<file path="config.mk">
export PLATFORM = sky130hd
export DESIGN_NAME = system_nios2_mul_seq_flat
export DESIGN_NICKNAME = d
export VERILOG_FILES = /design/src/rtl/system_nios2_mul_seq_if.sv /design/src/rtl/system_nios2_mul_seq.sv /design/src/flat_wrapper.sv
export SDC_FILE = /design/constraint.sdc
export NUM_CORES = 1
export LEC_CHECK = 0
export BUFFER_PORTS_ARGS = -buffer_cell sky130_fd_sc_hd__buf_2
export CAP_MARGIN = 15
export CORE_MARGIN = 8
export CORE_UTILIZATION = 41
export DETAILED_ROUTE_END_ITERATION = 10
export GPL_ROUTABILITY_DRIVEN = 0
export PLACE_DENSITY = 0.79
export RECOVER_POWER = 100
export SETUP_SLACK_MARGIN = 0.4
export SYNTH_ARGS = -nofsm -noshare
export SYNTH_HDL_FRONTEND = slang
export SYNTH_SLANG_ARGS = --single-unit
</file>
<file path="constraint.sdc">
create_clock -name clk -period 1.2 [get_ports clk]
set_input_delay 0.24 -clock clk [delete_from_list [all_inputs] [get_ports clk]]
set_output_delay 0.24 -clock clk [all_outputs]
set_load 0.03 [all_outputs]
</file>
<file path="src/rtl/system_nios2_mul_seq_if.sv">
// Request/response handshake bundle for the sequential Nios II multiplier.
// The master side issues requests and consumes results; the slave side is the multiplier.
interface system_nios2_mul_seq_if;
    logic        req_valid;
    logic        req_ready;
    logic [1:0]  req_op;
    logic [31:0] req_src1;
    logic [31:0] req_src2;
    logic        resp_valid;
    logic        resp_ready;
    logic [31:0] resp_data;

    modport master (
        output req_valid, req_op, req_src1, req_src2, resp_ready,
        input  req_ready, resp_valid, resp_data
    );

    modport slave (
        input  req_valid, req_op, req_src1, req_src2, resp_ready,
        output req_ready, resp_valid, resp_data
    );
endinterface

</file>
<file path="src/rtl/system_nios2_mul_seq.sv">
// Sequential Nios II multiply unit driving an external 32x32->32 cell with one cycle of latency.
// Define SYSTEM_NIOS2_MUL_SEQ_MULX_EN to enable the four-phase MULXSS/MULXSU/MULXUU high-word path.
module system_nios2_mul_seq (
    input  logic                          clk,
    input  logic                          reset,
    system_nios2_mul_seq_if.slave         mif,
    output logic [31:0]                   M_mul_src1,
    output logic [31:0]                   M_mul_src2,
    input  logic [31:0]                   M_mul_cell_result
);

    typedef enum logic [1:0] {IDLE, ISSUE, DRAIN, DONE} state_t;

    state_t      state_q, state_d;
    logic [31:0] a_q, a_d;
    logic [31:0] b_q, b_d;
    logic [31:0] resp_data_q, resp_data_d;

`ifdef SYSTEM_NIOS2_MUL_SEQ_MULX_EN
    localparam logic [1:0] OP_MUL    = 2'b00;
    localparam logic [1:0] OP_MULXSS = 2'b01;
    localparam logic [1:0] OP_MULXSU = 2'b10;

    logic [1:0]  op_q, op_d;
    logic [1:0]  phase_q, phase_d;
    logic [63:0] acc_q, acc_d;
    logic [63:0] cap;
    logic [63:0] prod;
    logic [31:0] corr;
`else
    // Op code has no effect when only MUL is built.
    logic [1:0]  unused_op;
    assign unused_op = mif.req_op;
`endif

    assign mif.req_ready  = (state_q == IDLE);
    assign mif.resp_valid = (state_q == DONE);
    assign mif.resp_data  = resp_data_q;

    always_comb begin
        state_d     = state_q;
        a_d         = a_q;
        b_d         = b_q;
        resp_data_d = resp_data_q;
        M_mul_src1  = 32'd0;
        M_mul_src2  = 32'd0;
`ifdef SYSTEM_NIOS2_MUL_SEQ_MULX_EN
        op_d    = op_q;
        phase_d = phase_q;
        acc_d   = acc_q;
        cap     = {32'd0, M_mul_cell_result};
        prod    = 64'd0;
        // Two's-complement fix-up turning the unsigned high word into the signed one.
        corr    = 32'd0;
        if (op_q == OP_MULXSS)
            corr = (a_q[31] ? b_q : 32'd0) + (b_q[31] ? a_q : 32'd0);
        else if (op_q == OP_MULXSU)
            corr = a_q[31] ? b_q : 32'd0;
`endif
        case (state_q)
            IDLE: begin
                if (mif.req_valid) begin
                    a_d     = mif.req_src1;
                    b_d     = mif.req_src2;
                    state_d = ISSUE;
`ifdef SYSTEM_NIOS2_MUL_SEQ_MULX_EN
                    op_d    = mif.req_op;
                    phase_d = 2'd0;
                    acc_d   = 64'd0;
`endif
                end
            end
            ISSUE: begin
`ifdef SYSTEM_NIOS2_MUL_SEQ_MULX_EN
                if (op_q == OP_MUL) begin
                    M_mul_src1 = a_q;
                    M_mul_src2 = b_q;
                    state_d    = DRAIN;
                end else begin
                    case (phase_q)
                        2'd0: begin M_mul_src1 = {16'd0, a_q[15:0]};  M_mul_src2 = {16'd0, b_q[15:0]};  end
                        2'd1: begin M_mul_src1 = {16'd0, a_q[31:16]}; M_mul_src2 = {16'd0, b_q[15:0]};  end
                        2'd2: begin M_mul_src1 = {16'd0, a_q[15:0]};  M_mul_src2 = {16'd0, b_q[31:16]}; end
                        default: begin M_mul_src1 = {16'd0, a_q[31:16]}; M_mul_src2 = {16'd0, b_q[31:16]}; end
                    endcase
                    // The result arriving now belongs to the previous phase.
                    if (phase_q == 2'd1)
                        acc_d = acc_q + cap;
                    else if (phase_q != 2'd0)
                        acc_d = acc_q + (cap << 16);
                    phase_d = phase_q + 2'd1;
                    if (phase_q == 2'd3)
                        state_d = DRAIN;
                end
`else
                M_mul_src1 = a_q;
                M_mul_src2 = b_q;
                state_d    = DRAIN;
`endif
            end
            DRAIN: begin
`ifdef SYSTEM_NIOS2_MUL_SEQ_MULX_EN
                if (op_q == OP_MUL) begin
                    resp_data_d = M_mul_cell_result;
                end else begin
                    prod        = acc_q + (cap << 32);
                    acc_d       = prod;
                    resp_data_d = prod[63:32] - corr;
                end
`else
                resp_data_d = M_mul_cell_result;
`endif
                state_d = DONE;
            end
            DONE: begin
                if (mif.resp_ready)
                    state_d = IDLE;
            end
            default: state_d = IDLE;
        endcase
    end

    always_ff @(posedge clk) begin
        if (reset) begin
            state_q     <= IDLE;
            a_q         <= 32'd0;
            b_q         <= 32'd0;
            resp_data_q <= 32'd0;
`ifdef SYSTEM_NIOS2_MUL_SEQ_MULX_EN
            op_q        <= 2'd0;
            phase_q     <= 2'd0;
            acc_q       <= 64'd0;
`endif
        end else begin
            state_q     <= state_d;
            a_q         <= a_d;
            b_q         <= b_d;
            resp_data_q <= resp_data_d;
`ifdef SYSTEM_NIOS2_MUL_SEQ_MULX_EN
            op_q        <= op_d;
            phase_q     <= phase_d;
            acc_q       <= acc_d;
`endif
        end
    end

endmodule

</file>
<file path="src/flat_wrapper.sv">
// flat-port wrapper written by rule: the top's interface ports become plain ports
module system_nios2_mul_seq_flat 
  (clk, reset, M_mul_src1, M_mul_src2, M_mul_cell_result, mif_req_valid, mif_req_op, mif_req_src1, mif_req_src2, mif_resp_ready, mif_req_ready, mif_resp_valid, mif_resp_data);
  system_nios2_mul_seq_if mif_i ();
  input  logic clk;
  input  logic reset;
  output logic [31:0] M_mul_src1;
  output logic [31:0] M_mul_src2;
  input  logic [31:0] M_mul_cell_result;
  input wire logic [$bits(mif_i.req_valid)-1:0] mif_req_valid;
  input wire logic [$bits(mif_i.req_op)-1:0] mif_req_op;
  input wire logic [$bits(mif_i.req_src1)-1:0] mif_req_src1;
  input wire logic [$bits(mif_i.req_src2)-1:0] mif_req_src2;
  input wire logic [$bits(mif_i.resp_ready)-1:0] mif_resp_ready;
  output wire logic [$bits(mif_i.req_ready)-1:0] mif_req_ready;
  output wire logic [$bits(mif_i.resp_valid)-1:0] mif_resp_valid;
  output wire logic [$bits(mif_i.resp_data)-1:0] mif_resp_data;
  assign mif_i.req_valid = mif_req_valid;
  assign mif_i.req_op = mif_req_op;
  assign mif_i.req_src1 = mif_req_src1;
  assign mif_i.req_src2 = mif_req_src2;
  assign mif_i.resp_ready = mif_resp_ready;
  assign mif_req_ready = mif_i.req_ready;
  assign mif_resp_valid = mif_i.resp_valid;
  assign mif_resp_data = mif_i.resp_data;
  system_nios2_mul_seq u_core (.clk(clk), .reset(reset), .mif(mif_i), .M_mul_src1(M_mul_src1), .M_mul_src2(M_mul_src2), .M_mul_cell_result(M_mul_cell_result));
endmodule
</file>
==> results of run 1 <==
sequential cells by signal, indices dropped and copies added (netlist names):
register              cells
u_core.b_q               32
u_core.a_q               32
u_core.state_q            2
u_core.mif.resp_data     32
power by group through the flow:
stage,Combinational [mW],Clock (mW),Sequential (mW)
global placement,5.16,0,4.30
CTS,10.1,2.11,4.45
floorplan,3.68,0,4.72
finish,11.7,2.11,4.61
global route,12.2,2.26,4.66
detailed placement,5.32,0,4.35
worst min-delay path by stage:
| stage | end | depth (start not counted) |
|---|---|---|
| 2_1_floorplan | u_core.a_q[0]$_SDFFE_PP0P_ | 2 |
| 3_3_place_gp | u_core.a_q[27]$_SDFFE_PP0P_ | 2 |
| 3_5_place_dp | u_core.b_q[16]$_SDFFE_PP0P_ | 2 |
| 4_1_cts | u_core.b_q[6]$_SDFFE_PP0P_ | 3 |
| 5_1_grt | u_core.a_q[19]$_SDFFE_PP0P_ | 3 |
| 6_report | u_core.a_q[19]$_SDFFE_PP0P_ | 3 |
worst max-delay path, stage by stage (launching register included):
cell and delay, ps:
dfxtp_4 360, inv_4 70, ha_4 210, buf_12 190
and2_4 170, buf_6 120
cells by family (layout without fill, tap and decap cells):
family                     count (synthesis)  after routing  synth area share [%]
adders and majority gates                  5              5                  1.59
DFF                                       98             98                  50.0
and+or+nand+nor                          232            233                  26.7
buffers and inverters                     37            288                  5.00
other                                      0              1                     0
muxes                                     32             32                  8.16
AOI/OAI and AO/OA                         66             66                  8.54
cells in the final DEF, fill, tap and decap left out, drive strengths merged:
cell type	synthesis	final
dfxtp	98	98
clkinvlp	0	3
nor2	34	34
nor2b	2	2
o31ai	2	2
clkbuf	14	14
mux2i	32	32
and2	65	66
inv	2	2
diode	0	1
or4b	1	1
ha	5	5
buf	21	269
nand2	129	129
or4	1	1
a21oi	64	64
stage by stage:
| step | power [mW] | cells | setup WS, ps | setup TNS, ps | utilization, % |
|---|---|---|---|---|---|
| 2_1_floorplan | 8.41 | 470 | -147 | -9810 | - |
| 3_3_place_gp | 9.47 | 777 | -218 | -24180 | 57.3 |
| 4_1_cts | 16.7 | 837 | -534 | -54310 | 81.8 |
| 3_5_place_dp | 9.67 | 777 | -247 | -29100 | 57.3 |
| 6_report | 18.5 | 852 | -542 | -64370 | 88.7 |
| 5_1_grt | 19.1 | 852 | -589 | -72180 | 88.7 |
routing by layer:
layer	track usage (%)	vias up	wire, um
li1	-	2004	-
met1	26.0	2151	6640
met2	46.0	204	10200
met3	6.81	47	1300
met4	10.2	0	550
met5	0	-	0
layout make-up:
type	count	area [um2]	share of cell area, %
Tap cell	129	161	1.96
Clock buffer	13	169	2.05
Antenna cell	1	2.50	0.0304
Sequential cell	98	2000	24.3
Inverter	2	12.5	0.152
Timing Repair Buffer	270	2900	35.3
Clock inverter	3	22.5	0.274
Multi-Input combinational cell	336	2960	36.0
timing repair:
item	in CTS	in global routing
gates cloned	22	1
gates resized for setup	409	128
endpoints found under the hold margin	0	0
setup endpoints to repair	196	196
setup buffers	22	13
pin swaps	75	79
==> out/results.ini, run 1 <==
[yosys]
synth_cells=470
synthTopCellsByCount=129 x nand2_1, 98 x dfxtp_1, 65 x and2_1, 64 x a21oi_1, 34 x nor2_1
avgSynthCellArea_um2=8.35
synth-edff-count=0
synthMostInstantiatedCell=nand2_1
ys_seq_area_share_pct=50.0
async_flop_share_pct=0
ys_seq_elements=98
ys_top_cells_by_area=dfxtp_1 50%, nand2_1 12%, and2_1 10%
synthesis.area_um2=3930
synthFlopType=dfxtp_1
ys_types=16
synth.top_cell.area_share_pct=50.0
syn_nets=577
synth_top_area_cell=dfxtp_1
yosysWarningCount=0

[floorplan]
dieHeight_um=114
dieArea_um2=13000
core-area_um2=9280
rows=35
ios=200
initial_core_util_pct=42.3
die_w_um=114

[route]
drt_drc_violations_left=0
num_vias=4406
dr.pass1.iters=4
drt_wl_total_um=18700
routed_via_density=5.17
first_iter_violations=285
avgRoutedWirePerCell_um=21.9
drtAntennaViolNets=0

[run_status]
failed_checks=negative setup slack
status=finished, violations left

[hold_path]
worstHoldStart=mif_req_src1[19]
hp-class=in2reg

[power_and_ir_drop]
p_clk_share_pct=11.4
p_per_area_nw_per_um2=2240
p_int_mw=11.1
p_sw_mw=7.37
swShare_pct=39.9
p_seq_share_pct=25.0
ir_drop_mv=1.45
p_leak_nw=3.79
comb_power_share_pct=63.6

[worst_setup_path]
r2r_setup_slack_ps=-460
crit_path_end_kind=output port
critical_path_required_ps=960
endpoint=M_mul_src1[26]
startpoint_type=flop
r2r-start=u_core.state_q[1]$_SDFFE_PP0P_
worst-endpoint-arrival_ps=1500
worstSetupStartpoint=u_core.state_q[1]$_SDFFE_PP0P_
r2r_cells=9
worstSetupPathType=reg2out
cp_max_fo=23
reg2reg_to=u_core.mif.resp_data[7]$_SDFFE_PP0N_

[grt]
grt_usage_pct=24.9
grt_pass1_wl_um=25200
grt_pass1_vias=4742
grt_overflow=0
antenna_found_initial=1
grt_max_degree=48

[clock_network]
clkTransAtPathRegs_ps=110
htreeDepth=3
cts_sinks=98
root_buffer=clkbuf_8
cts_tree=built
clockBufferDepth=2
clock_latency_ps=360
postCtsHoldBufs=0
cts_inserted_buffers=9

[sta]
maxSlewViolCount=0
tightestPinTransition_ps=667
rsz0062_at_grt=yes
fin_worst_skew_ps=14.3
hold_viol_final=0
fmax_mhz=574
setup_ws_ps=-542
hold_ws_ps=111
relSlewSlack_pct=55.6
finalSetupViolations=164
fin_crit_sh_pct=145
min_period_ps=1740

[placement]
dpl_cell_area_um2=5320
post-dp-hpwl_um=8620
port_buffers=197

[layout]
fillCellCount=428
drive_gt1_share_pct=76.6
fin_nets=824
fin_area_um2=8230
area_delta_synth_final_pct=110

[flow_run]
maxCapViolCount=0

Note: power is estimated with default switching activity, not from simulation.
==> run 2: changes to the inputs <==
--- a/config.mk
+++ b/config.mk
@@ -5,15 +5,14 @@
 export SDC_FILE = /design/constraint.sdc
 export NUM_CORES = 1
 export LEC_CHECK = 0
-export BUFFER_PORTS_ARGS = -buffer_cell sky130_fd_sc_hd__buf_2
 export CAP_MARGIN = 15
 export CORE_MARGIN = 8
-export CORE_UTILIZATION = 41
+export CORE_UTILIZATION = 56
 export DETAILED_ROUTE_END_ITERATION = 10
+export DONT_BUFFER_PORTS = 1
 export GPL_ROUTABILITY_DRIVEN = 0
-export PLACE_DENSITY = 0.79
+export PLACE_DENSITY = 0.77
 export RECOVER_POWER = 100
-export SETUP_SLACK_MARGIN = 0.4
 export SYNTH_ARGS = -nofsm -noshare
 export SYNTH_HDL_FRONTEND = slang
 export SYNTH_SLANG_ARGS = --single-unit
==> run 2 against run 1 <==
  * The run ends with negative hold slack, negative setup slack left
  * Clock power is 11% lower
  * Sequential power is 7.4% higher
  * Wire length is 24% lower
==> out/results.ini, run 2 (same netlist as run 1, synthesis figures left out) <==
[run_status]
status=finished, violations left
failed_checks=negative hold slack, negative setup slack

[placement]
dp_cells=544  ; -30%
post-dp-hpwl_um=6930  ; -20%
port_buffers=0  ; -100%

[sta]
hold_ws_ps=-42.8  ; -153 ps
tightestPinTransition_ps=376  ; -290 ps
setup_ws_ps=-425  ; +117 ps
finalSetupViolations=164  ; unchanged
min_period_ps=1630  ; -117 ps
fmax_mhz=615  ; +7.2%
hold_viol_final=23  ; +23
relSlewSlack_pct=74.9  ; +19 points
rsz0062_at_grt=yes
maxSlewViolCount=0  ; unchanged
setup_tns_ps=-47950  ; +16430 ps
fin_worst_skew_ps=7.72  ; -6.60 ps
fin_crit_sh_pct=135  ; -9.8 points

[power_and_ir_drop]
p_per_area_nw_per_um2=2490  ; +11%
p_leak_nw=2.48  ; -35%
ir_drop_mv=1.72  ; +18%

[worst_setup_path]
crit_path_end_kind=output port
worstSetupPathType=reg2out
cp_num_buf_inv=2  ; -1
worst-endpoint-arrival_ps=1390  ; -110 ps
critical_path_required_ps=960  ; about the same
startpoint_type=flop
cp_max_fo=20  ; -13%
max_stage_delay_ps=370  ; about the same
crit_chain=inv_6 > ha_4 > buf_8 > and2_4
cp_top_family=flip-flops
cp_slowest_cell=dfxtp_4

[floorplan]
dieHeight_um=99.7  ; -12%
dieArea_um2=9940  ; -23%
rows=30  ; -14%
initial_core_util_pct=57.8  ; +15 points
core-area_um2=6790  ; -27%
die_w_um=99.7  ; -12%
ios=200  ; unchanged

[grt]
grt_pass1_wl_um=19900  ; -21%
antenna_found_initial=0  ; -1
grt_overflow=0  ; unchanged
grt_pass1_vias=3717  ; -22%
grt_usage_pct=25.6  ; +0.70 points
grt_max_degree=101  ; +110%

[route]
routed_via_density=5.88  ; +14%
drt_drc_violations_left=0  ; unchanged
avgRoutedWirePerCell_um=24.0  ; +9.4%
num_vias=3500  ; -21%
first_iter_violations=137  ; -52%
drt_wl_total_um=14300  ; -24%
dr.pass1.iters=4  ; unchanged
drtAntennaViolNets=0  ; unchanged

[layout]
fin_nets=601  ; -27%
area_delta_synth_final_pct=52.9
instances_no_fill=595  ; -30%
final_common_cell=dfxtp_1
drive_gt1_share_pct=60.9  ; -16 points
final_cell_mix=96 x dfxtp_1, 73 x nand2_4, 66 x and2_4, 61 x a21oi_2, 34 x nor2_1
diodes=0  ; -1

[clock_network]
root_buffer=clkbuf_8
cts_inserted_buffers=9  ; unchanged
clockBufferDepth=2  ; unchanged
htreeDepth=3  ; unchanged
clkTransAtPathRegs_ps=100  ; about the same
cts_tree=built
cts_sinks=98  ; unchanged
clock_latency_ps=350  ; about the same

[flow_run]
maxCapViolCount=0  ; unchanged

[hold_path]
hp-class=in2reg

-- run 2: changes by cell type in the layout (fill, tap and decap cells not counted), sizes merged --
cell	delta
buf	-222
clkinv	+5
clkbuf	-4
clkinvlp	-2
diode	-1
-- run 2: final cells by class --
class | instances | area, um2
Inverter | 2 | 17.5
Clock buffer | 10 | 128
Timing Repair Buffer | 47 | 825
Clock inverter | 6 | 43.8
Multi-Input combinational cell | 336 | 2900
Sequential cell | 98 | 1970
Fill cell | 299 | 793
Tap cell | 96 | 120
-- run 2: power breakdown --
| part | total, mW | switching [mW] | internal [mW] | leakage [nW] |
|---|---|---|---|---|
| sequential | 4.95 | 1.02 | 3.94 | 0.802 |
| clock | 1.88 | 1.12 | 0.759 | 0.0862 |
| combinational | 8.12 | 4.15 | 3.97 | 1.59 |
-- run 2: timing repair --
item	in CTS	in global routing
resized for setup	178	139
setup buffers	30	4
endpoints found under the setup margin	164	164
gates cloned	20	0
pin swaps	92	103
endpoints found under the hold margin	97	97
-- run 2: final timing paths --
| check | from | endpoint | slack (ps) | cells past startpoint |
|---|---|---|---|---|
| setup / recovery | u_core.state_q[1]$_SDFFE_PP0P_ | M_mul_src1[12] | -430 | 4 |
| hold / removal | reset | u_core.b_q[27]$_SDFFE_PP0P_ | -40 | 1 |
| setup reg to reg | u_core.state_q[0]$_SDFFE_PP0P_ | u_core.state_q[1]$_SDFFE_PP0P_ | -340 | 6 |
| hold reg to reg | u_core.b_q[31]$_SDFFE_PP0P_ | u_core.b_q[31]$_SDFFE_PP0P_ | 470 | 2 |
-- run 2: stage by stage --
stage	utilization (%)	setup WS [ps]	power, mW	hold slack, ps	cell area [um2]
floorplan	-	-147	8.39	376	4230
CTS	85.5	-442	14.8	-65.2	5810
global route	88.3	-484	15.6	-75.7	6000
finish	88.3	-425	15.0	-42.8	6000
detailed placement	62.5	-167	8.89	320	4250
global placement	62.5	-140	8.74	318	4250
-- run 2: layer usage --
layer / part of all wire (%) / GRT usage (%) / vias up
li1: - / - / 1551
met5: 0 / 0 / -
met1: 35 / 26.1 / 1668
met2: 52 / 45.6 / 227
met4: 4.5 / 12.2 / 0
met3: 8.5 / 8.87 / 54
